--- config.mk ---
export PLATFORM = sky130hd
export DESIGN_NAME = hog_bridge_ctrl
export DESIGN_NICKNAME = d
export VERILOG_FILES = /design/src/rtl/hog_bridge_pkg.sv /design/src/rtl/hog_pixel_slot.sv /design/src/rtl/hog_bridge_ctrl.sv
export SDC_FILE = /design/constraint.sdc
export NUM_CORES = 1
export LEC_CHECK = 0
export BUFFER_PORTS_ARGS = -buffer_cell sky130_fd_sc_hd__buf_2
export CAP_MARGIN = 20
export CORE_UTILIZATION = 50
export DETAILED_ROUTE_END_ITERATION = 16
export PLACE_DENSITY = 0.77
export SYNTH_ARGS = -nofsm -noshare
export SYNTH_HDL_FRONTEND = slang
export SYNTH_SLANG_ARGS = --single-unit
--- constraint.sdc ---
create_clock -name clk -period 3.7 [get_ports clk]
set_input_delay 0.925 -clock clk [delete_from_list [all_inputs] [get_ports clk]]
set_output_delay 0.925 -clock clk [all_outputs]
set_load 0.01 [all_outputs]
--- src/rtl/hog_bridge_pkg.sv ---
// Shared constants for the HPS bridge controller: register map, bit positions, ID and FSM states.
package hog_bridge_pkg;

  localparam logic [2:0] REG_CTRL      = 3'd0;
  localparam logic [2:0] REG_STATUS    = 3'd1;
  localparam logic [2:0] REG_IRQ_STAT  = 3'd2;
  localparam logic [2:0] REG_IRQ_MASK  = 3'd3;
  localparam logic [2:0] REG_PIXEL     = 3'd4;
  localparam logic [2:0] REG_FRAME_CNT = 3'd5;
  localparam logic [2:0] REG_PIXEL_CNT = 3'd6;
  localparam logic [2:0] REG_ID        = 3'd7;

  localparam int CTRL_START    = 0;
  localparam int CTRL_SOFT_RST = 1;
  localparam int CTRL_IRQ_EN   = 2;

  localparam int IRQ_DONE       = 0;
  localparam int IRQ_SLOT_EMPTY = 1;
  localparam int IRQ_OVF        = 2;

  localparam logic [31:0] HOG_ID = 32'h484F_4701;

  typedef enum logic [1:0] {
    S_IDLE,
    S_WAIT,
    S_ACK,
    S_RECOVER
  } state_e;

endpackage

--- src/rtl/hog_pixel_slot.sv ---
// One-entry valid/ready slot feeding the HOG pixel input; accepts a load in the same
// cycle the held pixel is consumed.
module hog_pixel_slot #(
  parameter int DATA_WIDTH = 8
) (
  input  logic                  clk,
  input  logic                  rst_n,
  input  logic                  load,
  input  logic [DATA_WIDTH-1:0] load_data,
  input  logic                  flush,
  input  logic                  pixel_ready,
  output logic                  pixel_valid,
  output logic [DATA_WIDTH-1:0] pixel_data,
  output logic                  can_accept,
  output logic                  went_empty
);

  logic                  valid_q, valid_d;
  logic [DATA_WIDTH-1:0] data_q, data_d;

  always_comb begin
    valid_d = valid_q;
    data_d  = data_q;
    if (flush) begin
      valid_d = 1'b0;
    end else if (load) begin
      valid_d = 1'b1;
      data_d  = load_data;
    end else if (valid_q && pixel_ready) begin
      valid_d = 1'b0;
    end
  end

  always_ff @(posedge clk) begin
    if (!rst_n) begin
      valid_q <= 1'b0;
      data_q  <= '0;
    end else begin
      valid_q <= valid_d;
      data_q  <= data_d;
    end
  end

  assign can_accept  = !valid_q || pixel_ready;
  assign went_empty  = valid_q && !valid_d;
  assign pixel_valid = valid_q;
  assign pixel_data  = data_q;

endmodule

--- src/rtl/hog_bridge_ctrl.sv ---
// HPS bridge slave: register file, interrupt logic and bus handshake FSM for the HOG core,
// with PIXEL writes pushed into a one-entry slot.
module hog_bridge_ctrl
  import hog_bridge_pkg::*;
#(
  parameter int ADDR_WIDTH = 5,
  parameter int BUS_WIDTH  = 32,
  parameter int BUS_BYTES  = 4,
  parameter int DATA_WIDTH = 8,
  parameter int TIMEOUT    = 1024
) (
  input  logic                  clk,
  input  logic                  rst_n,
  input  logic [ADDR_WIDTH-1:0] addr,
  input  logic                  bus_enable,
  input  logic                  r_wbar,
  input  logic [BUS_WIDTH-1:0]  write_data,
  input  logic [BUS_BYTES-1:0]  byte_enable,
  output logic [BUS_WIDTH-1:0]  read_data,
  output logic                  ack,
  output logic                  irq,
  output logic [DATA_WIDTH-1:0] pixel_data,
  output logic                  pixel_valid,
  input  logic                  pixel_ready,
  input  logic                  hog_busy,
  input  logic                  hog_done,
  output logic                  hog_start,
  output logic                  hog_soft_rst
);

  localparam int CW = $clog2(TIMEOUT);

  state_e                state_q, state_d;
  logic [CW-1:0]         wait_cnt_q, wait_cnt_d;
  logic [DATA_WIDTH-1:0] pend_q, pend_d;
  logic [BUS_WIDTH-1:0]  rdata_q, rdata_d, rd_mux;
  logic                  start_q, start_d;
  logic                  irq_en_q, irq_en_d;
  logic                  soft_rst_q, soft_rst_d;
  logic [2:0]            irq_stat_q, irq_stat_d;
  logic [2:0]            irq_mask_q, irq_mask_d;
  logic                  done_st_q, done_st_d;
  logic                  ovf_st_q, ovf_st_d;
  logic [15:0]           frame_cnt_q, frame_cnt_d;
  logic [31:0]           pixel_cnt_q, pixel_cnt_d;
  logic                  irq_q, irq_d;

  logic [2:0]            word;
  logic [2:0]            irq_clr;
  logic                  frame_clr, stat_rd, ovf_evt;
  logic                  slot_load, slot_can_accept, slot_went_empty;
  logic [DATA_WIDTH-1:0] slot_data;
  logic                  unused_bits;

  assign word        = addr[4:2];
  assign unused_bits = ^{addr[1:0], write_data[BUS_WIDTH-1:DATA_WIDTH],
                         byte_enable[BUS_BYTES-1:1]};

  always_comb begin
    case (word)
      REG_CTRL:      rd_mux = BUS_WIDTH'({irq_en_q, soft_rst_q, 1'b0});
      REG_STATUS:    rd_mux = BUS_WIDTH'({ovf_st_q, done_st_q, pixel_valid, hog_busy});
      REG_IRQ_STAT:  rd_mux = BUS_WIDTH'(irq_stat_q);
      REG_IRQ_MASK:  rd_mux = BUS_WIDTH'(irq_mask_q);
      REG_FRAME_CNT: rd_mux = BUS_WIDTH'(frame_cnt_q);
      REG_PIXEL_CNT: rd_mux = BUS_WIDTH'(pixel_cnt_q);
      REG_ID:        rd_mux = BUS_WIDTH'(HOG_ID);
      default:       rd_mux = '0;
    endcase
  end

  always_comb begin
    state_d    = state_q;
    wait_cnt_d = wait_cnt_q;
    pend_d     = pend_q;
    rdata_d    = '0;
    start_d    = 1'b0;
    irq_en_d   = irq_en_q;
    soft_rst_d = soft_rst_q;
    irq_mask_d = irq_mask_q;
    irq_clr    = '0;
    frame_clr  = 1'b0;
    stat_rd    = 1'b0;
    ovf_evt    = 1'b0;
    slot_load  = 1'b0;
    slot_data  = pend_q;

    case (state_q)
      S_IDLE: begin
        if (bus_enable) begin
          state_d = S_ACK;
          if (r_wbar) begin
            rdata_d = rd_mux;
            stat_rd = (word == REG_STATUS);
          end else begin
            case (word)
              REG_CTRL: if (byte_enable[0]) begin
                start_d    = write_data[CTRL_START];
                soft_rst_d = write_data[CTRL_SOFT_RST];
                irq_en_d   = write_data[CTRL_IRQ_EN];
              end
              REG_IRQ_STAT: if (byte_enable[0]) irq_clr = write_data[2:0];
              REG_IRQ_MASK: if (byte_enable[0]) irq_mask_d = write_data[2:0];
              REG_PIXEL: if (byte_enable[0] && !soft_rst_q) begin
                slot_data = write_data[DATA_WIDTH-1:0];
                pend_d    = write_data[DATA_WIDTH-1:0];
                if (slot_can_accept) begin
                  slot_load = 1'b1;
                end else begin
                  wait_cnt_d = '0;
                  state_d    = S_WAIT;
                end
              end
              REG_FRAME_CNT: frame_clr = 1'b1;
              default: ;
            endcase
          end
        end
      end
      S_WAIT: begin
        // Soft reset flushes the slot, so a stalled pixel is dropped silently.
        if (soft_rst_q) begin
          state_d = S_ACK;
        end else if (slot_can_accept) begin
          slot_load = 1'b1;
          state_d   = S_ACK;
        end else if (wait_cnt_q == CW'(TIMEOUT - 1)) begin
          ovf_evt = 1'b1;
          state_d = S_ACK;
        end else begin
          wait_cnt_d = wait_cnt_q + CW'(1);
        end
      end
      S_ACK:     state_d = S_RECOVER;
      S_RECOVER: state_d = S_IDLE;
      default:   state_d = S_IDLE;
    endcase

    // Event sets are applied after clears so a coincident set always wins.
    irq_stat_d  = (irq_stat_q & ~irq_clr) | {ovf_evt, slot_went_empty, hog_done};
    done_st_d   = (done_st_q && !stat_rd) || hog_done;
    ovf_st_d    = (ovf_st_q && !stat_rd) || ovf_evt;
    frame_cnt_d = (frame_clr ? 16'd0 : frame_cnt_q) + 16'(hog_done);
    pixel_cnt_d = pixel_cnt_q + 32'(slot_load);
    irq_d       = irq_en_q && |(irq_stat_q & irq_mask_q);
  end

  always_ff @(posedge clk) begin
    if (!rst_n) begin
      state_q     <= S_IDLE;
      wait_cnt_q  <= '0;
      pend_q      <= '0;
      rdata_q     <= '0;
      start_q     <= 1'b0;
      irq_en_q    <= 1'b0;
      soft_rst_q  <= 1'b0;
      irq_stat_q  <= '0;
      irq_mask_q  <= '0;
      done_st_q   <= 1'b0;
      ovf_st_q    <= 1'b0;
      frame_cnt_q <= '0;
      pixel_cnt_q <= '0;
      irq_q       <= 1'b0;
    end else begin
      state_q     <= state_d;
      wait_cnt_q  <= wait_cnt_d;
      pend_q      <= pend_d;
      rdata_q     <= rdata_d;
      start_q     <= start_d;
      irq_en_q    <= irq_en_d;
      soft_rst_q  <= soft_rst_d;
      irq_stat_q  <= irq_stat_d;
      irq_mask_q  <= irq_mask_d;
      done_st_q   <= done_st_d;
      ovf_st_q    <= ovf_st_d;
      frame_cnt_q <= frame_cnt_d;
      pixel_cnt_q <= pixel_cnt_d;
      irq_q       <= irq_d;
    end
  end

  hog_pixel_slot #(
    .DATA_WIDTH(DATA_WIDTH)
  ) u_slot (
    .clk        (clk),
    .rst_n      (rst_n),
    .load       (slot_load),
    .load_data  (slot_data),
    .flush      (soft_rst_q),
    .pixel_ready(pixel_ready),
    .pixel_valid(pixel_valid),
    .pixel_data (pixel_data),
    .can_accept (slot_can_accept),
    .went_empty (slot_went_empty)
  );

  assign ack          = (state_q == S_ACK);
  assign read_data    = rdata_q;
  assign irq          = irq_q;
  assign hog_start    = start_q;
  assign hog_soft_rst = soft_rst_q;

endmodule

# Word-level counts from Yosys, hierarchy flattened
# Index checks and enable logic that the tools add are counted.
# totals
latch_bits	0
inputBits	48
mem_bits_rw	0
reg_bits	121
mem_count	0
rom_bits	0
# op_classes
eq_ne	20
div	0
bitwise	11
shift	0
order_cmp	0
mux	51
reduce_logical	24
multipliers	0
addsub	3
# ops
operator	n
$pmux W32 S7	1
$mux W10	8
$mux W8	5
$add A32 B1 Y32	1
$mux W1	20
$pmux W10 S2	1
$add A16 B1 Y16	1
$mux W16	1
$mux W2	8
$mux W3	5
$ne A2 B2 Y1 const B	7
$eq A3 B3 Y1 const B	4
$add A10 B1 Y10 const B	1
$eq A10 B10 Y1 const B	1
$reduce_and A5 Y1	2
$reduce_and A9 Y1	1
$pmux W2 S4	1
$not A1 Y1	7
$and A3 B3 Y3	2
$eq A3 B2 Y1 const B	2
$logic_and A1 B1 Y1	6
$reduce_or A6 Y1	1
$eq A2 B2 Y1 const B	2
$logic_not A1 Y1	4
14 further kinds	17

# Longest topological paths before layout
# Gate-level depths: netlist of run 1.
# depth
word_depth	13
ltp_mapped	15
mapped_depth_nobuf	13

# Modules after synthesis
# A second synthesis of run 1 with hierarchy kept.
# unflattened
cells_unflattened	589
area_unflattened_um2	5173.7
# modules_own_cells
module	cells_each	area_per_inst_um2	instances
hog_bridge_ctrl	546	4772.1	1
hog_pixel_slot	43	401.6	1

# Least setup slack after synthesis of run 1
# No wires, ideal clock.
# synth_path
path_type	input to register
startpoint	in r_wbar
endpoint	reg pixel_cnt_q[14]
path_stages	12
t_arrival_ps	3442
n_path_buf	2
setup_ps	70
path_slack_ps	187
required_ps	3630
cell_sequence	and4b_1 -> a21oi_1 -> or3_1 -> clkbuf_1 -> inv_1 -> ha_1 -> ha_1 -> nand4_1 -> or3_1 -> clkbuf_1 -> or3_2 -> a21oi_1
# synth_via
elab_chain_cells	4
# synth_lines
element	line	rtl
start: declaration	hog_bridge_ctrl.sv:16	input logic r_wbar,
$mux W1	hog_bridge_ctrl.sv:92	if (r_wbar) begin
$mux W1	hog_bridge_ctrl.sv:90	if (bus_enable) begin
$pmux W1 S2	hog_bridge_ctrl.sv:88	case (state_q)
$add A32 B1 Y32	hog_bridge_ctrl.sv:144	pixel_cnt_d = pixel_cnt_q + 32'(slot_load);
end signal: assignment	hog_bridge_ctrl.sv:177	pixel_cnt_q <= pixel_cnt_d;
end: declaration	hog_bridge_ctrl.sv:45	logic [31:0] pixel_cnt_q, pixel_cnt_d;
# No other way between the ends.
# A chain may end at the register's enable or synchronous reset.

# Final worst setup path of run 1
# layout_path
startpoint	reg state_q[0]
endpoint	reg pixel_cnt_q[14]
# layout_via
elab_chain_cells	3
word_cells_on_any_way	4
# layout_lines
element	line	rtl
start: declaration	hog_bridge_ctrl.sv:33	state_e state_q, state_d;
start signal: assignment	hog_bridge_ctrl.sv:165	state_q <= state_d;
$eq A2 B1 Y1 / $logic_not A2 Y1 (equally long branches)	hog_bridge_ctrl.sv:88	
$pmux W1 S2 (*)	hog_bridge_ctrl.sv:88	
$add A32 B1 Y32 (*)	hog_bridge_ctrl.sv:144	
# Every way passes the cells marked *; elsewhere a longest branch is shown, timed or not.

==> results.py, run 1 <==
metrics = {
    "run_status": {
        "status": "finished clean",
    },
    "route": {
        "ant_nets": 0,
        "drtIter0Drc": 301,
        "drt_wl_total_um": 12300,
        "dr.pass1.iters": 5,
        "wl_per_cell_um": 15.0,
        "num_vias": 4598,
        "drt-vias-per-instance": 5.62,
        "drc": 0,
    },
    "layout": {
        "stdcell_count": 818,
        "drive_above_1_share_pct": 17.8,
        "final_util_pct": 63.2,
        "fillCellCount": 813,
        "syn2layout_area_growth_pct": 20.3,
        "nNetsFinal": 728,
        "antennaDiodeCount": 0,
    },
    "logic_synthesis": {
        "synth_area_per_cell_um2": 8.56,
        "yosysSeqAreaShare_pct": 46.3,
        "synth_nets": 667,
        "ys_types": 57,
        "synthCells": 611,
        "synth_edf_count": 0,
        "yosysWarnings": 0,
        "synth-main-ff-cell": "dfxtp_1",
        "ys_ff_latch": 121,
        "netlist_area_um2": 5230,
        "synthArstFlopShare_pct": 0,
    },
    "sta": {
        "hold_viol": 0,
        "setup_tns_ns": 0,
        "period_minus_slack_ns": 3.11,
        "tightest_slew_ns": 0.917,
        "fmax_mhz": 322,
        "rsz0062_at_grt": "false",
        "finalCritPeriodShare_pct": 84.0,
        "drv_slew": 0,
        "setup_violations": 0,
        "slew_headroom_pct": 38.4,
        "skew_ns": 0.00859,
    },
    "setup_path": {
        "crit_arrival_ns": 3.55,
        "cpPeakStageDelay_ns": 0.43,
        "cpMaxStageDelayCell": "or3_2",
        "r2r_end": "pixel_cnt_q[14]",
        "crit_buf_inv": 2,
        "critPathMaxFanout": 7,
        "rrSetupSlack_ns": 0.59,
        "crit_path_start": "state_q[0]",
        "critPathTopFamily": "simple AND/OR/NAND/NOR gates",
        "crit_chain": "inv_1 > ha_1 > and4b_1 > a21oi_1 > or3_1 > inv_1 > ha_1 > ha_1 > nand4_1 > or3_1 > or3_2 > a21oi_1",
        "endpoint_kind": "register",
        "cp.depth": 12,
        "timing.rr.start": "state_q[0]",
        "r2r_cells": 12,
        "cpMostUsedCell": "ha_1",
        "worstPathRequired_ns": 4.14,
        "worstSetupStartpointType": "register",
        "worstSetupEndpoint": "pixel_cnt_q[14]",
        "path_class": "reg -> reg",
    },
    "clock_network": {
        "ctsResizeCount": 0,
        "cts_tree": "done",
        "ctsHoldBuffers": 0,
        "cts.sinks": 121,
        "root_buffer": "clkbuf_8",
        "cts_buffer_depth": 2,
        "post-cts-setup-buffers": 0,
        "cts_buffers": 17,
        "cts_max_level": 4,
        "clk_latency_ns": 0.51,
        "clkTransAtPathRegs_ns": 0.06,
    },
    "global_routing": {
        "gr-usage-all-layers_pct": 23.5,
        "grt_pass1_wl_um": 20600,
        "grt_pass1_vias": 4330,
        "grt_max_degree": 64,
        "grt_antenna_before_repair": 0,
        "overflow": 0,
    },
    "place": {
        "place.gp.congestion": 0.844,
        "io_buffers": 63,
        "placedCellCount": 785,
        "dp_hpwl_um": 8110,
    },
    "floorplanning": {
        "start_util_pct": 52.5,
        "die_x_um": 104,
        "dieArea_um2": 10900,
        "io_pins": 93,
        "rows": 36,
        "core_um2": 9950,
        "die_h_um": 104,
    },
    "hold_path": {
        "hold_depth": 2,
        "hp-class": "reg -> reg",
    },
    "power_and_ir_drop": {
        "leakage_uw": 0.00236,
        "cellPowerDensity_nw_per_um2": 538,
        "irDropWorstVdd_v": 0.000295,
    },
    "job": {
        "drv_cap": 0,
    },
}
[flip-flops by register name, summed over array words and instances (netlist names)]
signal,cells
done_st_q,1
frame_cnt_q,16
hog_soft_rst,1
hog_start,1
irq,1
irq_en_q,1
irq_mask_q,3
irq_stat_q,3
ovf_st_q,1
pend_q,8
pixel_cnt_q,32
read_data,32
state_q,2
u_slot.pixel_data,8
u_slot.pixel_valid,1
wait_cnt_q,10
[how the worst min path moves through the flow]
stage                     startpoint        end  slack [ns]
after floorplan             irq_en_q        irq        0.42
after global placement     pend_q[5]  pend_q[5]        0.44
after detailed placement    irq_en_q        irq        0.45
after CTS                  pend_q[6]  pend_q[6]        0.46
after global routing       pend_q[7]  pend_q[7]        0.48
final                      pend_q[7]  pend_q[7]        0.46
[tightest hold or removal path: cells and delay by family (launching register included)]
family	cells	cell delay, ns
AOI/OAI and AO/OA	1	0.05
and+or+nand+nor	1	0.05
DFF	1	0.31
[kinds of logic (layout without fill, tap and decap cells)]
| logic type | Yosys count | after routing | synth area share, % |
|---|---|---|---|
| adders and majority gates | 8 | 8 | 1.91 |
| AOI/OAI and AO/OA | 92 | 92 | 11.0 |
| DFF | 121 | 121 | 46.3 |
| buffers and inverters | 47 | 121 | 3.97 |
| xor gates and xnor gates | 39 | 39 | 6.53 |
| muxes | 11 | 11 | 2.20 |
| and+or+nand+nor | 293 | 293 | 28.1 |
[cells in the mapped netlist, types with 13 or more instances]
cell        n  area [um^2]
dfxtp_1   121         2420
nor2_1     87          327
nand2_1    70          263
nand3_1    38          190
a21oi_1    29          145
clkbuf_1   28          105
xnor2_1    26          228
and2_1     15         93.8
o21ai_0    15         75.1
inv_1      14         52.6
nand4_1    13         81.3
xor2_1     13          114
[cell type report]
class	count	area (um^2)	area share, %
repair buffers	74	410	6.52
multi-input cells	443	2600	41.3
flip-flops and latches	121	2420	38.5
clock buffers	18	418	6.64
clock inverters	14	220	3.50
well taps	133	166	2.65
inverters	15	56.3	0.895
[per-stage QoR]
stage / power (uW) / setup slack, ns / instance area (um^2) / hold slack, ns
floorplan: 1540 / 0.187 / 5230 / 0.420
global placement: 1620 / 0.206 / 5630 / 0.443
detailed placement: 1630 / 0.142 / 5630 / 0.447
CTS: 3400 / 0.569 / 6270 / 0.458
global route: 3500 / 0.329 / 6290 / 0.483
finish: 3390 / 0.590 / 6290 / 0.457
[per-layer routing]
layer / track usage (%) / share of wire (%) / vias to the layer above
met2: 40.4 / 50 / 162
met4: 8.88 / 1.7 / 0
met1: 28.9 / 43 / 2152
li1: - / - / 2258
met5: 0 / 0 / -
met3: 4.89 / 5.7 / 26
[layout by cell type, fill, tap and decap left out, types with 8 or more instances in the layout]
cell,netlist,layout
a21oi_1,29,29
a22oi_1,10,10
a31oi_1,11,11
and2_1,15,15
buf_2,0,63
buf_4,1,10
clkbuf_16,0,16
dfxtp_1,121,121
ha_1,8,8
inv_1,14,14
nand2_1,70,70
nand3_1,38,38
nand4_1,13,13
nor2_1,87,87
nor3_1,10,10
nor4_1,11,11
o21ai_0,15,15
or3_1,10,10
xnor2_1,26,26
xor2_1,13,13
[where the power goes]
group          switching [uW]  internal [uW]  total, uW
Combinational             168           92.9        261
Sequential               17.8           1330       1350
Clock                     612           1170       1780
Total                     798           2590       3390
Note: power is estimated with default switching activity, not from simulation.
==> run 2: changes to the inputs <==
==> constraint.sdc (replaced) <==
create_clock -name clk -period 2.7 [get_ports clk]
set_input_delay 0.675 -clock clk [delete_from_list [all_inputs] [get_ports clk]]
set_output_delay 0.675 -clock clk [all_outputs]
set_load 0.01 [all_outputs]
==> run 2 against run 1 <==
Effect of this change:
- critical path depth unchanged
- sequential share of layout area down 0.94 points
- clock power rose by 15%
- critical path type unchanged
- largest cell class unchanged
- largest power group unchanged
==> results.py, run 2 (synthesis gave the netlist of run 1 again) <==
metrics = {
    "job": {
        "drv_cap": 0,
    },
    "floorplanning": {
        "die_x_um": 104,
        "dieArea_um2": 10900,
        "start_util_pct": 52.5,
        "io_pins": 93,
        "rows": 36,
        "die_h_um": 104,
        "core_um2": 9950,
    },
    "route": {
        "drt_wl_total_um": 12700,
        "num_vias": 4720,
        "drt-vias-per-instance": 5.65,
        "ant_nets": 0,
        "dr.pass1.iters": 7,
        "drc": 0,
        "drtIter0Drc": 195,
        "wl_per_cell_um": 15.2,
    },
    "power_and_ir_drop": {
        "irDropWorstVdd_v": 0.000614,
        "leakage_uw": 0.00241,
        "cellPowerDensity_nw_per_um2": 672,
    },
    "clock_network": {
        "cts_buffer_depth": 2,
        "cts.sinks": 121,
        "cts_tree": "done",
        "cts_buffers": 17,
        "root_buffer": "clkbuf_8",
        "clkTransAtPathRegs_ns": 0.06,
        "cts_max_level": 4,
        "ctsHoldBuffers": 0,
        "clk_latency_ns": 0.52,
    },
    "setup_path": {
        "worstPathRequired_ns": 3.16,
        "critPathMaxFanout": 6,
        "worstSetupStartpointType": "register",
        "crit_arrival_ns": 3.05,
        "path_class": "reg -> reg",
        "endpoint_kind": "register",
        "r2r_cells": 12,
    },
    "sta": {
        "hold_viol": 0,
        "setup_violations": 0,
        "drv_slew": 0,
        "slew_headroom_pct": 58.6,
        "finalCritPeriodShare_pct": 96.1,
        "skew_ns": 0.00791,
        "setup_tns_ns": 0,
        "tightest_slew_ns": 0.620,
        "period_minus_slack_ns": 2.59,
        "fmax_mhz": 386,
    },
    "layout": {
        "layout_common_cells": "dfxtp_1 (120), nor2_1 (87), nand2_1 (70)",
        "antennaDiodeCount": 0,
        "drive_above_1_share_pct": 22.8,
        "nNetsFinal": 746,
        "syn2layout_area_growth_pct": 23.4,
        "stdcell_count": 835,
        "layout_commonest_cell": "dfxtp_1",
    },
    "place": {
        "placedCellCount": 803,
        "dp_hpwl_um": 8540,
        "io_buffers": 63,
        "place.gp.congestion": 0.875,
    },
    "global_routing": {
        "grt_max_degree": 37,
        "grt_pass1_vias": 4440,
        "grt_pass1_wl_um": 20700,
        "grt_antenna_before_repair": 0,
        "gr-usage-all-layers_pct": 23.8,
        "overflow": 0,
    },
    "hold_path": {
        "hold_depth": 3,
        "hp-class": "in -> reg",
    },
    "run_status": {
        "status": "finished clean",
    },
}
[run 2: changes by cell type in the layout (fill, tap and decap cells not counted), moves of 4 or more]
cell	delta
nor4_1	-5
nor4_2	+4
bufinv_16	-4
buf_4	+18
[run 2: layout make-up]
| type | count | area (um^2) |
|---|---|---|
| Fill cell | 814 | 3500 |
| Tap cell | 133 | 166 |
| Inverter | 15 | 58.8 |
| Clock buffer | 19 | 432 |
| Multi-Input combinational cell | 443 | 2720 |
| Clock inverter | 12 | 103 |
| Timing Repair Buffer | 92 | 546 |
| Sequential cell | 121 | 2420 |
[run 2: what timing repair did]
| action | CTS | global route |
|---|---|---|
| resized for setup | 1 | 12 |
| setup endpoints to repair | 2 | 22 |
| setup buffers | 0 | 1 |
| pin swaps | 0 | 4 |
[run 2: metrics by stage]
stage	area, um^2	worst slack, ns	power, uW	utilization [%]	hold slack (ns)
global placement	5860	-0.256	2270	58.8	0.442
floorplan	5320	-0.304	2130	-	0.420
CTS	6400	0.000931	4330	64.3	0.397
global route	6450	-0.00623	4490	64.8	0.406
detailed placement	5860	-0.320	2300	58.8	0.449
finish	6450	0.106	4340	64.8	0.408
[run 2: final timing paths]
| path | slack, ns | start | to |
|---|---|---|---|
| worst min register to register | 0.46 | pend_q[5] | pend_q[5] |
| worst max-delay path | 0.11 | state_q[1] | pixel_cnt_q[14] |
| worst max register to register | 0.11 | state_q[1] | pixel_cnt_q[14] |
| worst min-delay path | 0.41 | write_data[4] | pend_q[4] |
[run 2: power breakdown]
group | internal [uW] | switching, uW | total (uW)
logic | 185 | 261 | 446
registers | 1820 | 28.6 | 1850
clock network | 1230 | 811 | 2040
[run 2: worst max-delay path, stage by stage, from the launching register on]
cell,delay [ns]
dfxtp_2,0.33
inv_2,0.08
ha_4,0.14
and4b_1,0.22
a21oi_2,0.07
or3_4,0.36
inv_4,0.07
ha_4,0.14
ha_4,0.14
nand4_1,0.14
or3_4,0.40
or3_4,0.34
a21oi_2,0.11
[run 2: layer usage]
layer / up-vias / wire, um / track usage [%] / share of wire, %
met5: - / 0 / 0 / 0
met4: 0 / 295 / 10.3 / 2.3
met3: 32 / 815 / 5.83 / 6.4
met2: 172 / 6400 / 40.7 / 51
met1: 2219 / 5160 / 28.2 / 41
li1: 2297 / - / - / -
